### config.mk
export PLATFORM = sky130hd
export DESIGN_NAME = stopwatch_timekeeper
export DESIGN_NICKNAME = d
export VERILOG_FILES = /design/src/rtl/stopwatch_pkg.sv /design/src/rtl/stopwatch_timekeeper_field_counter.sv /design/src/rtl/stopwatch_timekeeper.sv
export SDC_FILE = /design/constraint.sdc
export NUM_CORES = 1
export LEC_CHECK = 0
export CORE_MARGIN = 2
export CORE_UTILIZATION = 35
export CTS_CLUSTER_DIAMETER = 200
export CTS_CLUSTER_SIZE = 28
export DETAILED_ROUTE_END_ITERATION = 10
export PLACE_DENSITY_LB_ADDON = 0.1
export REMOVE_ABC_BUFFERS = 1
export SYNTH_ARGS = -nofsm -noshare
export SYNTH_HDL_FRONTEND = slang
export SYNTH_HIERARCHICAL = 1
export SYNTH_SLANG_ARGS = --single-unit
export TNS_END_PERCENT = 100
### constraint.sdc
create_clock -name clk -period 4.1 [get_ports clk]
set_input_delay 0.82 -clock clk [delete_from_list [all_inputs] [get_ports clk]]
set_output_delay 0.82 -clock clk [all_outputs]
set_load 0.01 [all_outputs]
### src/rtl/stopwatch_pkg.sv
// Shared constants, state encoding and flash codes for the stopwatch time path.
package stopwatch_pkg;

  localparam int FIELD_W = 7;

  localparam int CS_MAX  = 99;
  localparam int SEC_MAX = 59;
  localparam int MIN_MAX = 99;

  typedef enum logic [1:0] {
    STOP = 2'd0,
    RUN  = 2'd1,
    SET  = 2'd2
  } state_t;

  // One-hot marker of the field currently being edited.
  localparam logic [2:0] FL_MIN  = 3'b100;
  localparam logic [2:0] FL_SEC  = 3'b010;
  localparam logic [2:0] FL_CS   = 3'b001;
  localparam logic [2:0] FL_NONE = 3'b000;

endpackage

### src/rtl/stopwatch_timekeeper_field_counter.sv
// Single time field: counts 0..MAX and wraps. The carry flags the wrapping
// increment so the next field up can ride on it.
module field_counter
  import stopwatch_pkg::*;
#(
  parameter int MAX = 99
) (
  input  logic               clk,
  input  logic               reset,
  input  logic               clr,
  input  logic               inc,
  output logic [FIELD_W-1:0] value,
  output logic               carry
);

  assign carry = inc && (value == FIELD_W'(MAX));

  // Field register: clear wins over increment; the increment wraps at MAX.
  always_ff @(posedge clk or posedge reset) begin
    if (reset) begin
      value <= '0;
    end else if (clr) begin
      value <= '0;
    end else if (inc) begin
      value <= carry ? '0 : value + FIELD_W'(1);
    end
  end

endmodule

### src/rtl/stopwatch_timekeeper.sv
// Stopwatch timekeeper: 100 Hz prescaler, STOP/RUN/SET control and three
// chained field counters feeding the display controller.
module stopwatch_timekeeper
  import stopwatch_pkg::*;
#(
  parameter int TICK_DIV = 500000
) (
  input  logic        clk,
  input  logic        reset,
  input  logic        start_stop,
  input  logic        mode,
  input  logic        up,
  input  logic        clear,
  output logic [20:0] out_time,
  output logic [2:0]  flash,
  output logic        display_mode,
  output logic        running
);

  localparam int PW = $clog2(TICK_DIV);

  state_t        state;
  state_t        state_next;
  logic [PW-1:0] presc;
  logic [PW-1:0] presc_next;
  logic [2:0]    flash_next;
  logic          running_next;
  logic          display_mode_next;

  // Only the highest-priority pulse in a cycle is allowed to act.
  logic act_clear;
  logic act_ss;
  logic act_mode;
  logic act_up;

  assign act_clear = clear;
  assign act_ss    = start_stop & ~clear;
  assign act_mode  = mode & ~clear & ~start_stop;
  assign act_up    = up & ~clear & ~start_stop & ~mode;

  // A terminal prescaler count in RUN is a tick; a coinciding clear or
  // start_stop discards it.
  logic tick;
  logic run_tick;

  assign tick     = (state == RUN) && (presc == PW'(TICK_DIV - 1));
  assign run_tick = tick & ~act_clear & ~act_ss;

  logic               set_up;
  logic               cs_inc;
  logic               sec_inc;
  logic               min_inc;
  logic               cs_carry;
  logic               sec_carry;
  logic               min_carry;
  logic [FIELD_W-1:0] cs_value;
  logic [FIELD_W-1:0] sec_value;
  logic [FIELD_W-1:0] min_value;

  // In RUN the fields form a carry chain; in SET each field only sees its
  // own gated up pulse so there is never a carry between fields.
  assign set_up  = (state == SET) & act_up;
  assign cs_inc  = (state == RUN) ? run_tick  : (set_up & flash[0]);
  assign sec_inc = (state == RUN) ? cs_carry  : (set_up & flash[1]);
  assign min_inc = (state == RUN) ? sec_carry : (set_up & flash[2]);

  field_counter #(.MAX(CS_MAX)) u_cs (
    .clk   (clk),
    .reset (reset),
    .clr   (act_clear),
    .inc   (cs_inc),
    .value (cs_value),
    .carry (cs_carry)
  );

  field_counter #(.MAX(SEC_MAX)) u_sec (
    .clk   (clk),
    .reset (reset),
    .clr   (act_clear),
    .inc   (sec_inc),
    .value (sec_value),
    .carry (sec_carry)
  );

  field_counter #(.MAX(MIN_MAX)) u_min (
    .clk   (clk),
    .reset (reset),
    .clr   (act_clear),
    .inc   (min_inc),
    .value (min_value),
    .carry (min_carry)
  );

  assign out_time = {min_value, sec_value, cs_value};

  // State, prescaler and output flag registers.
  always_ff @(posedge clk or posedge reset) begin
    if (reset) begin
      state        <= STOP;
      presc        <= '0;
      flash        <= FL_NONE;
      running      <= 1'b0;
      display_mode <= 1'b0;
    end else begin
      state        <= state_next;
      presc        <= presc_next;
      flash        <= flash_next;
      running      <= running_next;
      display_mode <= display_mode_next;
    end
  end

  // Next-state and prescaler decode.
  always_comb begin
    state_next = state;
    presc_next = '0;
    case (state)
      STOP: begin
        if (act_ss) begin
          state_next = RUN;
        end else if (act_mode) begin
          state_next = SET;
        end
      end
      RUN: begin
        if (act_ss) begin
          state_next = STOP;
        end else if (!act_clear) begin
          presc_next = tick ? '0 : presc + PW'(1);
        end
      end
      SET: begin
        if (act_mode && (flash == FL_CS)) begin
          state_next = STOP;
        end
      end
      default: state_next = STOP;
    endcase
  end

  // Next values of the registered flags, derived from the upcoming state.
  always_comb begin
    flash_next        = flash;
    running_next      = (state_next == RUN);
    display_mode_next = (state_next == SET);
    case (state)
      STOP: begin
        if (act_mode) begin
          flash_next = FL_MIN;
        end
      end
      SET: begin
        if (act_mode) begin
          case (flash)
            FL_MIN:  flash_next = FL_SEC;
            FL_SEC:  flash_next = FL_CS;
            default: flash_next = FL_NONE;
          endcase
        end
      end
      default: flash_next = flash;
    endcase
  end

  // The minute carry has no destination; the full wrap simply rolls over.
  logic unused_min_carry;
  assign unused_min_carry = min_carry;

endmodule

==> qor.yml <==
outcome:
  status: "finished, final reports clean"
cts:
  clock_path_buffers: 2
  cts_buffers: 5
  htreeDepth: 2
  root_buffer: "clkbuf_8"
  ctsResizeCount: 0
  post_cts_buffers: 0
  clock_latency_ns: 0.29
  path_clk_slew_ns: 0.08
  cts_tree: "yes"
  cts_sinks: 47
  holdBufCountCts: 0
logic_synthesis:
  synth_area_um2: 2580
  synth_cell_types: 49
  ys_async_sr_fraction: 1.00
  yosys_warnings: 6
  ys_seq_elements: 47
  synth-seq-area-share: 0.455
  synth_edf_count: 0
  synth_cells: 258
  syn_area_per_cell_um2: 10.0
  synth-main-ff-cell: "dfrtp_1"
detailed_routing:
  num_vias: 2002
  drt-total-wl_mm: 5.43
  ant_nets: 0
  wl_per_cell_um: 13.8
  drt-initial-drc-count: 136
  dr.pass1.iters: 5
  drc: 0
  vias_per_cell: 5.07
critical_path:
  slowest_stage: "clkdlybuf4s50_1"
  regToRegSetupSlack_ns: 0.57
  start_kind: "input pin"
  cp-startpoint: "clear"
  critPathMostFrequentCell: "a22o_1"
  max_stage_delay_ns: 0.49
  criticalPathCategory: "in -> reg"
  cp_top_family: "simple AND/OR/NAND/NOR gates"
  r2r-start: "presc[5]"
  path_buf_inv: 1
  required_ns: 4.30
  arrival_ns: 3.94
  path_cells: "clkdlybuf4s50_1, nor3_1, and4b_1, a22o_1, nand2_1, nor3_1, a22o_1, nand4bb_1, nor2_1, a22o_1, or3b_1, o32a_1, o31ai_1"
  crit_path_max_fanout: 4
  cp-end-kind: "flop"
timing:
  tightest_slew_ns: 0.998
  period_share: 0.912
  relSlewSlack: 0.334
  setup_viol: 0
  layout_min_cycle_time_ns: 3.74
  fin_tns_setup_ns: 0
  rsz0062_at_grt: "no"
  finalMaxSlewViolations: 0
  max_freq_mhz: 267
  skew_ns: 0.00344
  hold_viol_final: 0
power:
  p_leak_nw: 1.17
  vdd_drop_max_v: 0.000109
  powerDensity_nw_per_um2: 300
floorplanning:
  die_area_um2: 8090
  rows: 31
  start_util: 0.358
  die_x_um: 89.9
  die_y_um: 89.9
  io_pins: 32
  core_region_area_um2: 7210
global_route:
  antenna_found_initial: 0
  gr-total-overflow: 0
  grt_pass1_vias: 1949
  grt_max_degree: 32
  grt.total_usage: 0.143
  grt_pass1_wl_mm: 9.56
finish:
  drive_above_1_share: 0.0709
  nets: 307
  final_area_um2: 3100
  layout.cells.non_filler: 395
  antenna_cells: 0
  syn_to_final_growth_pct: 19.9
placed_design:
  place_hpwl_mm: 3.93
  place.gp.congestion: 0.743
  placed_cells: 389
  port_buffers: 31
  placed_area_um2: 3020
min_path:
  holdCritPathClass: "reg -> reg"
  worstHoldStart: "presc[0]"
flow_run:
  cap_violations: 0
-- per-stage QoR --
stage / power (mW) / setup slack (ns) / hold WS, ns / utilization
floorplan: 0.595 / 0.403 / 0.474 / -
global placement: 0.678 / 0.209 / 0.501 / 0.419
detailed placement: 0.678 / 0.0492 / 0.500 / 0.419
CTS: 0.947 / 0.345 / 0.520 / 0.429
global route: 0.985 / 0.0344 / 0.542 / 0.429
finish: 0.930 / 0.360 / 0.513 / 0.429
-- routing by layer --
metal,track usage,routed length [um],up-vias
met4,0.0436,85,0
met3,0.0302,191,8
li1,-,-,1012
met2,0.236,2550,34
met1,0.189,2610,948
met5,0,0,-
-- state kept, by name (all words and copies together), names as in the netlist --
name          count
flash             3
state             2
display_mode      1
running           1
presc            19
u_sec/value       7
u_cs/value        7
u_min/value       7
-- where the power goes --
part,switching (mW),leakage [nW],internal [mW]
clock,0.149,0.0371,0.114
sequential,0.0362,0.649,0.491
combinational,0.0692,0.488,0.0696
total,0.255,1.17,0.675
-- final cells by class --
| cell class | instances | area [um^2] |
|---|---|---|
| sequential | 47 | 1180 |
| inverter | 14 | 52.6 |
| timing repair buffer | 39 | 370 |
| fill | 731 | 4120 |
| multi-input combinational | 190 | 1300 |
| tap | 99 | 124 |
| clock buffer | 6 | 72.6 |
-- cells by family (layout without fill, tap and decap cells) --
family                   Yosys count  after routing  share of synthesized area
flip-flops                        47             47                      0.455
AO/OA/AOI/OAI                     41             41                      0.120
XOR/XNOR                          22             22                     0.0746
adder cells (fa/ha/maj)            4              4                     0.0194
buffers and inverters             21             59                     0.0412
multiplexers                       5              5                     0.0194
AND/OR/NAND/NOR                  118            118                      0.271
-- worst paths after layout --
path | endpoint | depth (start not counted)
max in group asynchronous | state[0] | 2
worst max register to register | u_min/value[6] | 13
worst min register to register | presc[0] | 1
worst min-delay path | presc[0] | 1
worst max-delay path | u_min/value[6] | 13
min in group asynchronous | u_cs/value[2] | 2
-- worst reg2reg max path, delay by kind of cell, from the launching register on --
family,cells,cell delay (ns)
AO/OA/AOI/OAI,5,1.06
AND/OR/NAND/NOR,8,1.91
flip-flops,1,0.47
-- Yosys cell counts (3+ instances only) --
| cell type | instances | share of area |
|---|---|---|
| buf_6 | 3 | 0.013 |
| inv_1 | 14 | 0.020 |
| nand2_1 | 17 | 0.025 |
| a21oi_1 | 7 | 0.014 |
| nor3_1 | 12 | 0.023 |
| nand4_1 | 6 | 0.015 |
| xor2_1 | 8 | 0.027 |
| nand4bb_1 | 3 | 0.013 |
| o21ai_0 | 6 | 0.012 |
| mux2i_1 | 5 | 0.019 |
| nand3_1 | 9 | 0.017 |
| xnor2_1 | 14 | 0.047 |
| a22o_1 | 4 | 0.014 |
| or3_1 | 4 | 0.0097 |
| nor2b_1 | 3 | 0.0073 |
| nor3b_1 | 3 | 0.0087 |
| dfrtp_1 | 47 | 0.46 |
| nor4_1 | 3 | 0.0073 |
| nand2b_1 | 6 | 0.015 |
| ha_1 | 4 | 0.019 |
| or3b_1 | 3 | 0.010 |
| nor2_1 | 33 | 0.048 |
-- cells in the final DEF, fill, tap and decap left out, drive strengths merged, types with 5 or more instances in the layout --
cell and count:
dfrtp 47, nor2 33, clkdlybuf4s50 31, nand2 17, xnor2 14, inv 14, nor3 13, nand3 10
xor2 8, buf 8, o21ai 8, nand4 8, a21oi 7, nand2b 6, clkbuf 6, mux2i 5
nor4 5
Power figures use the tool's default switching activity.
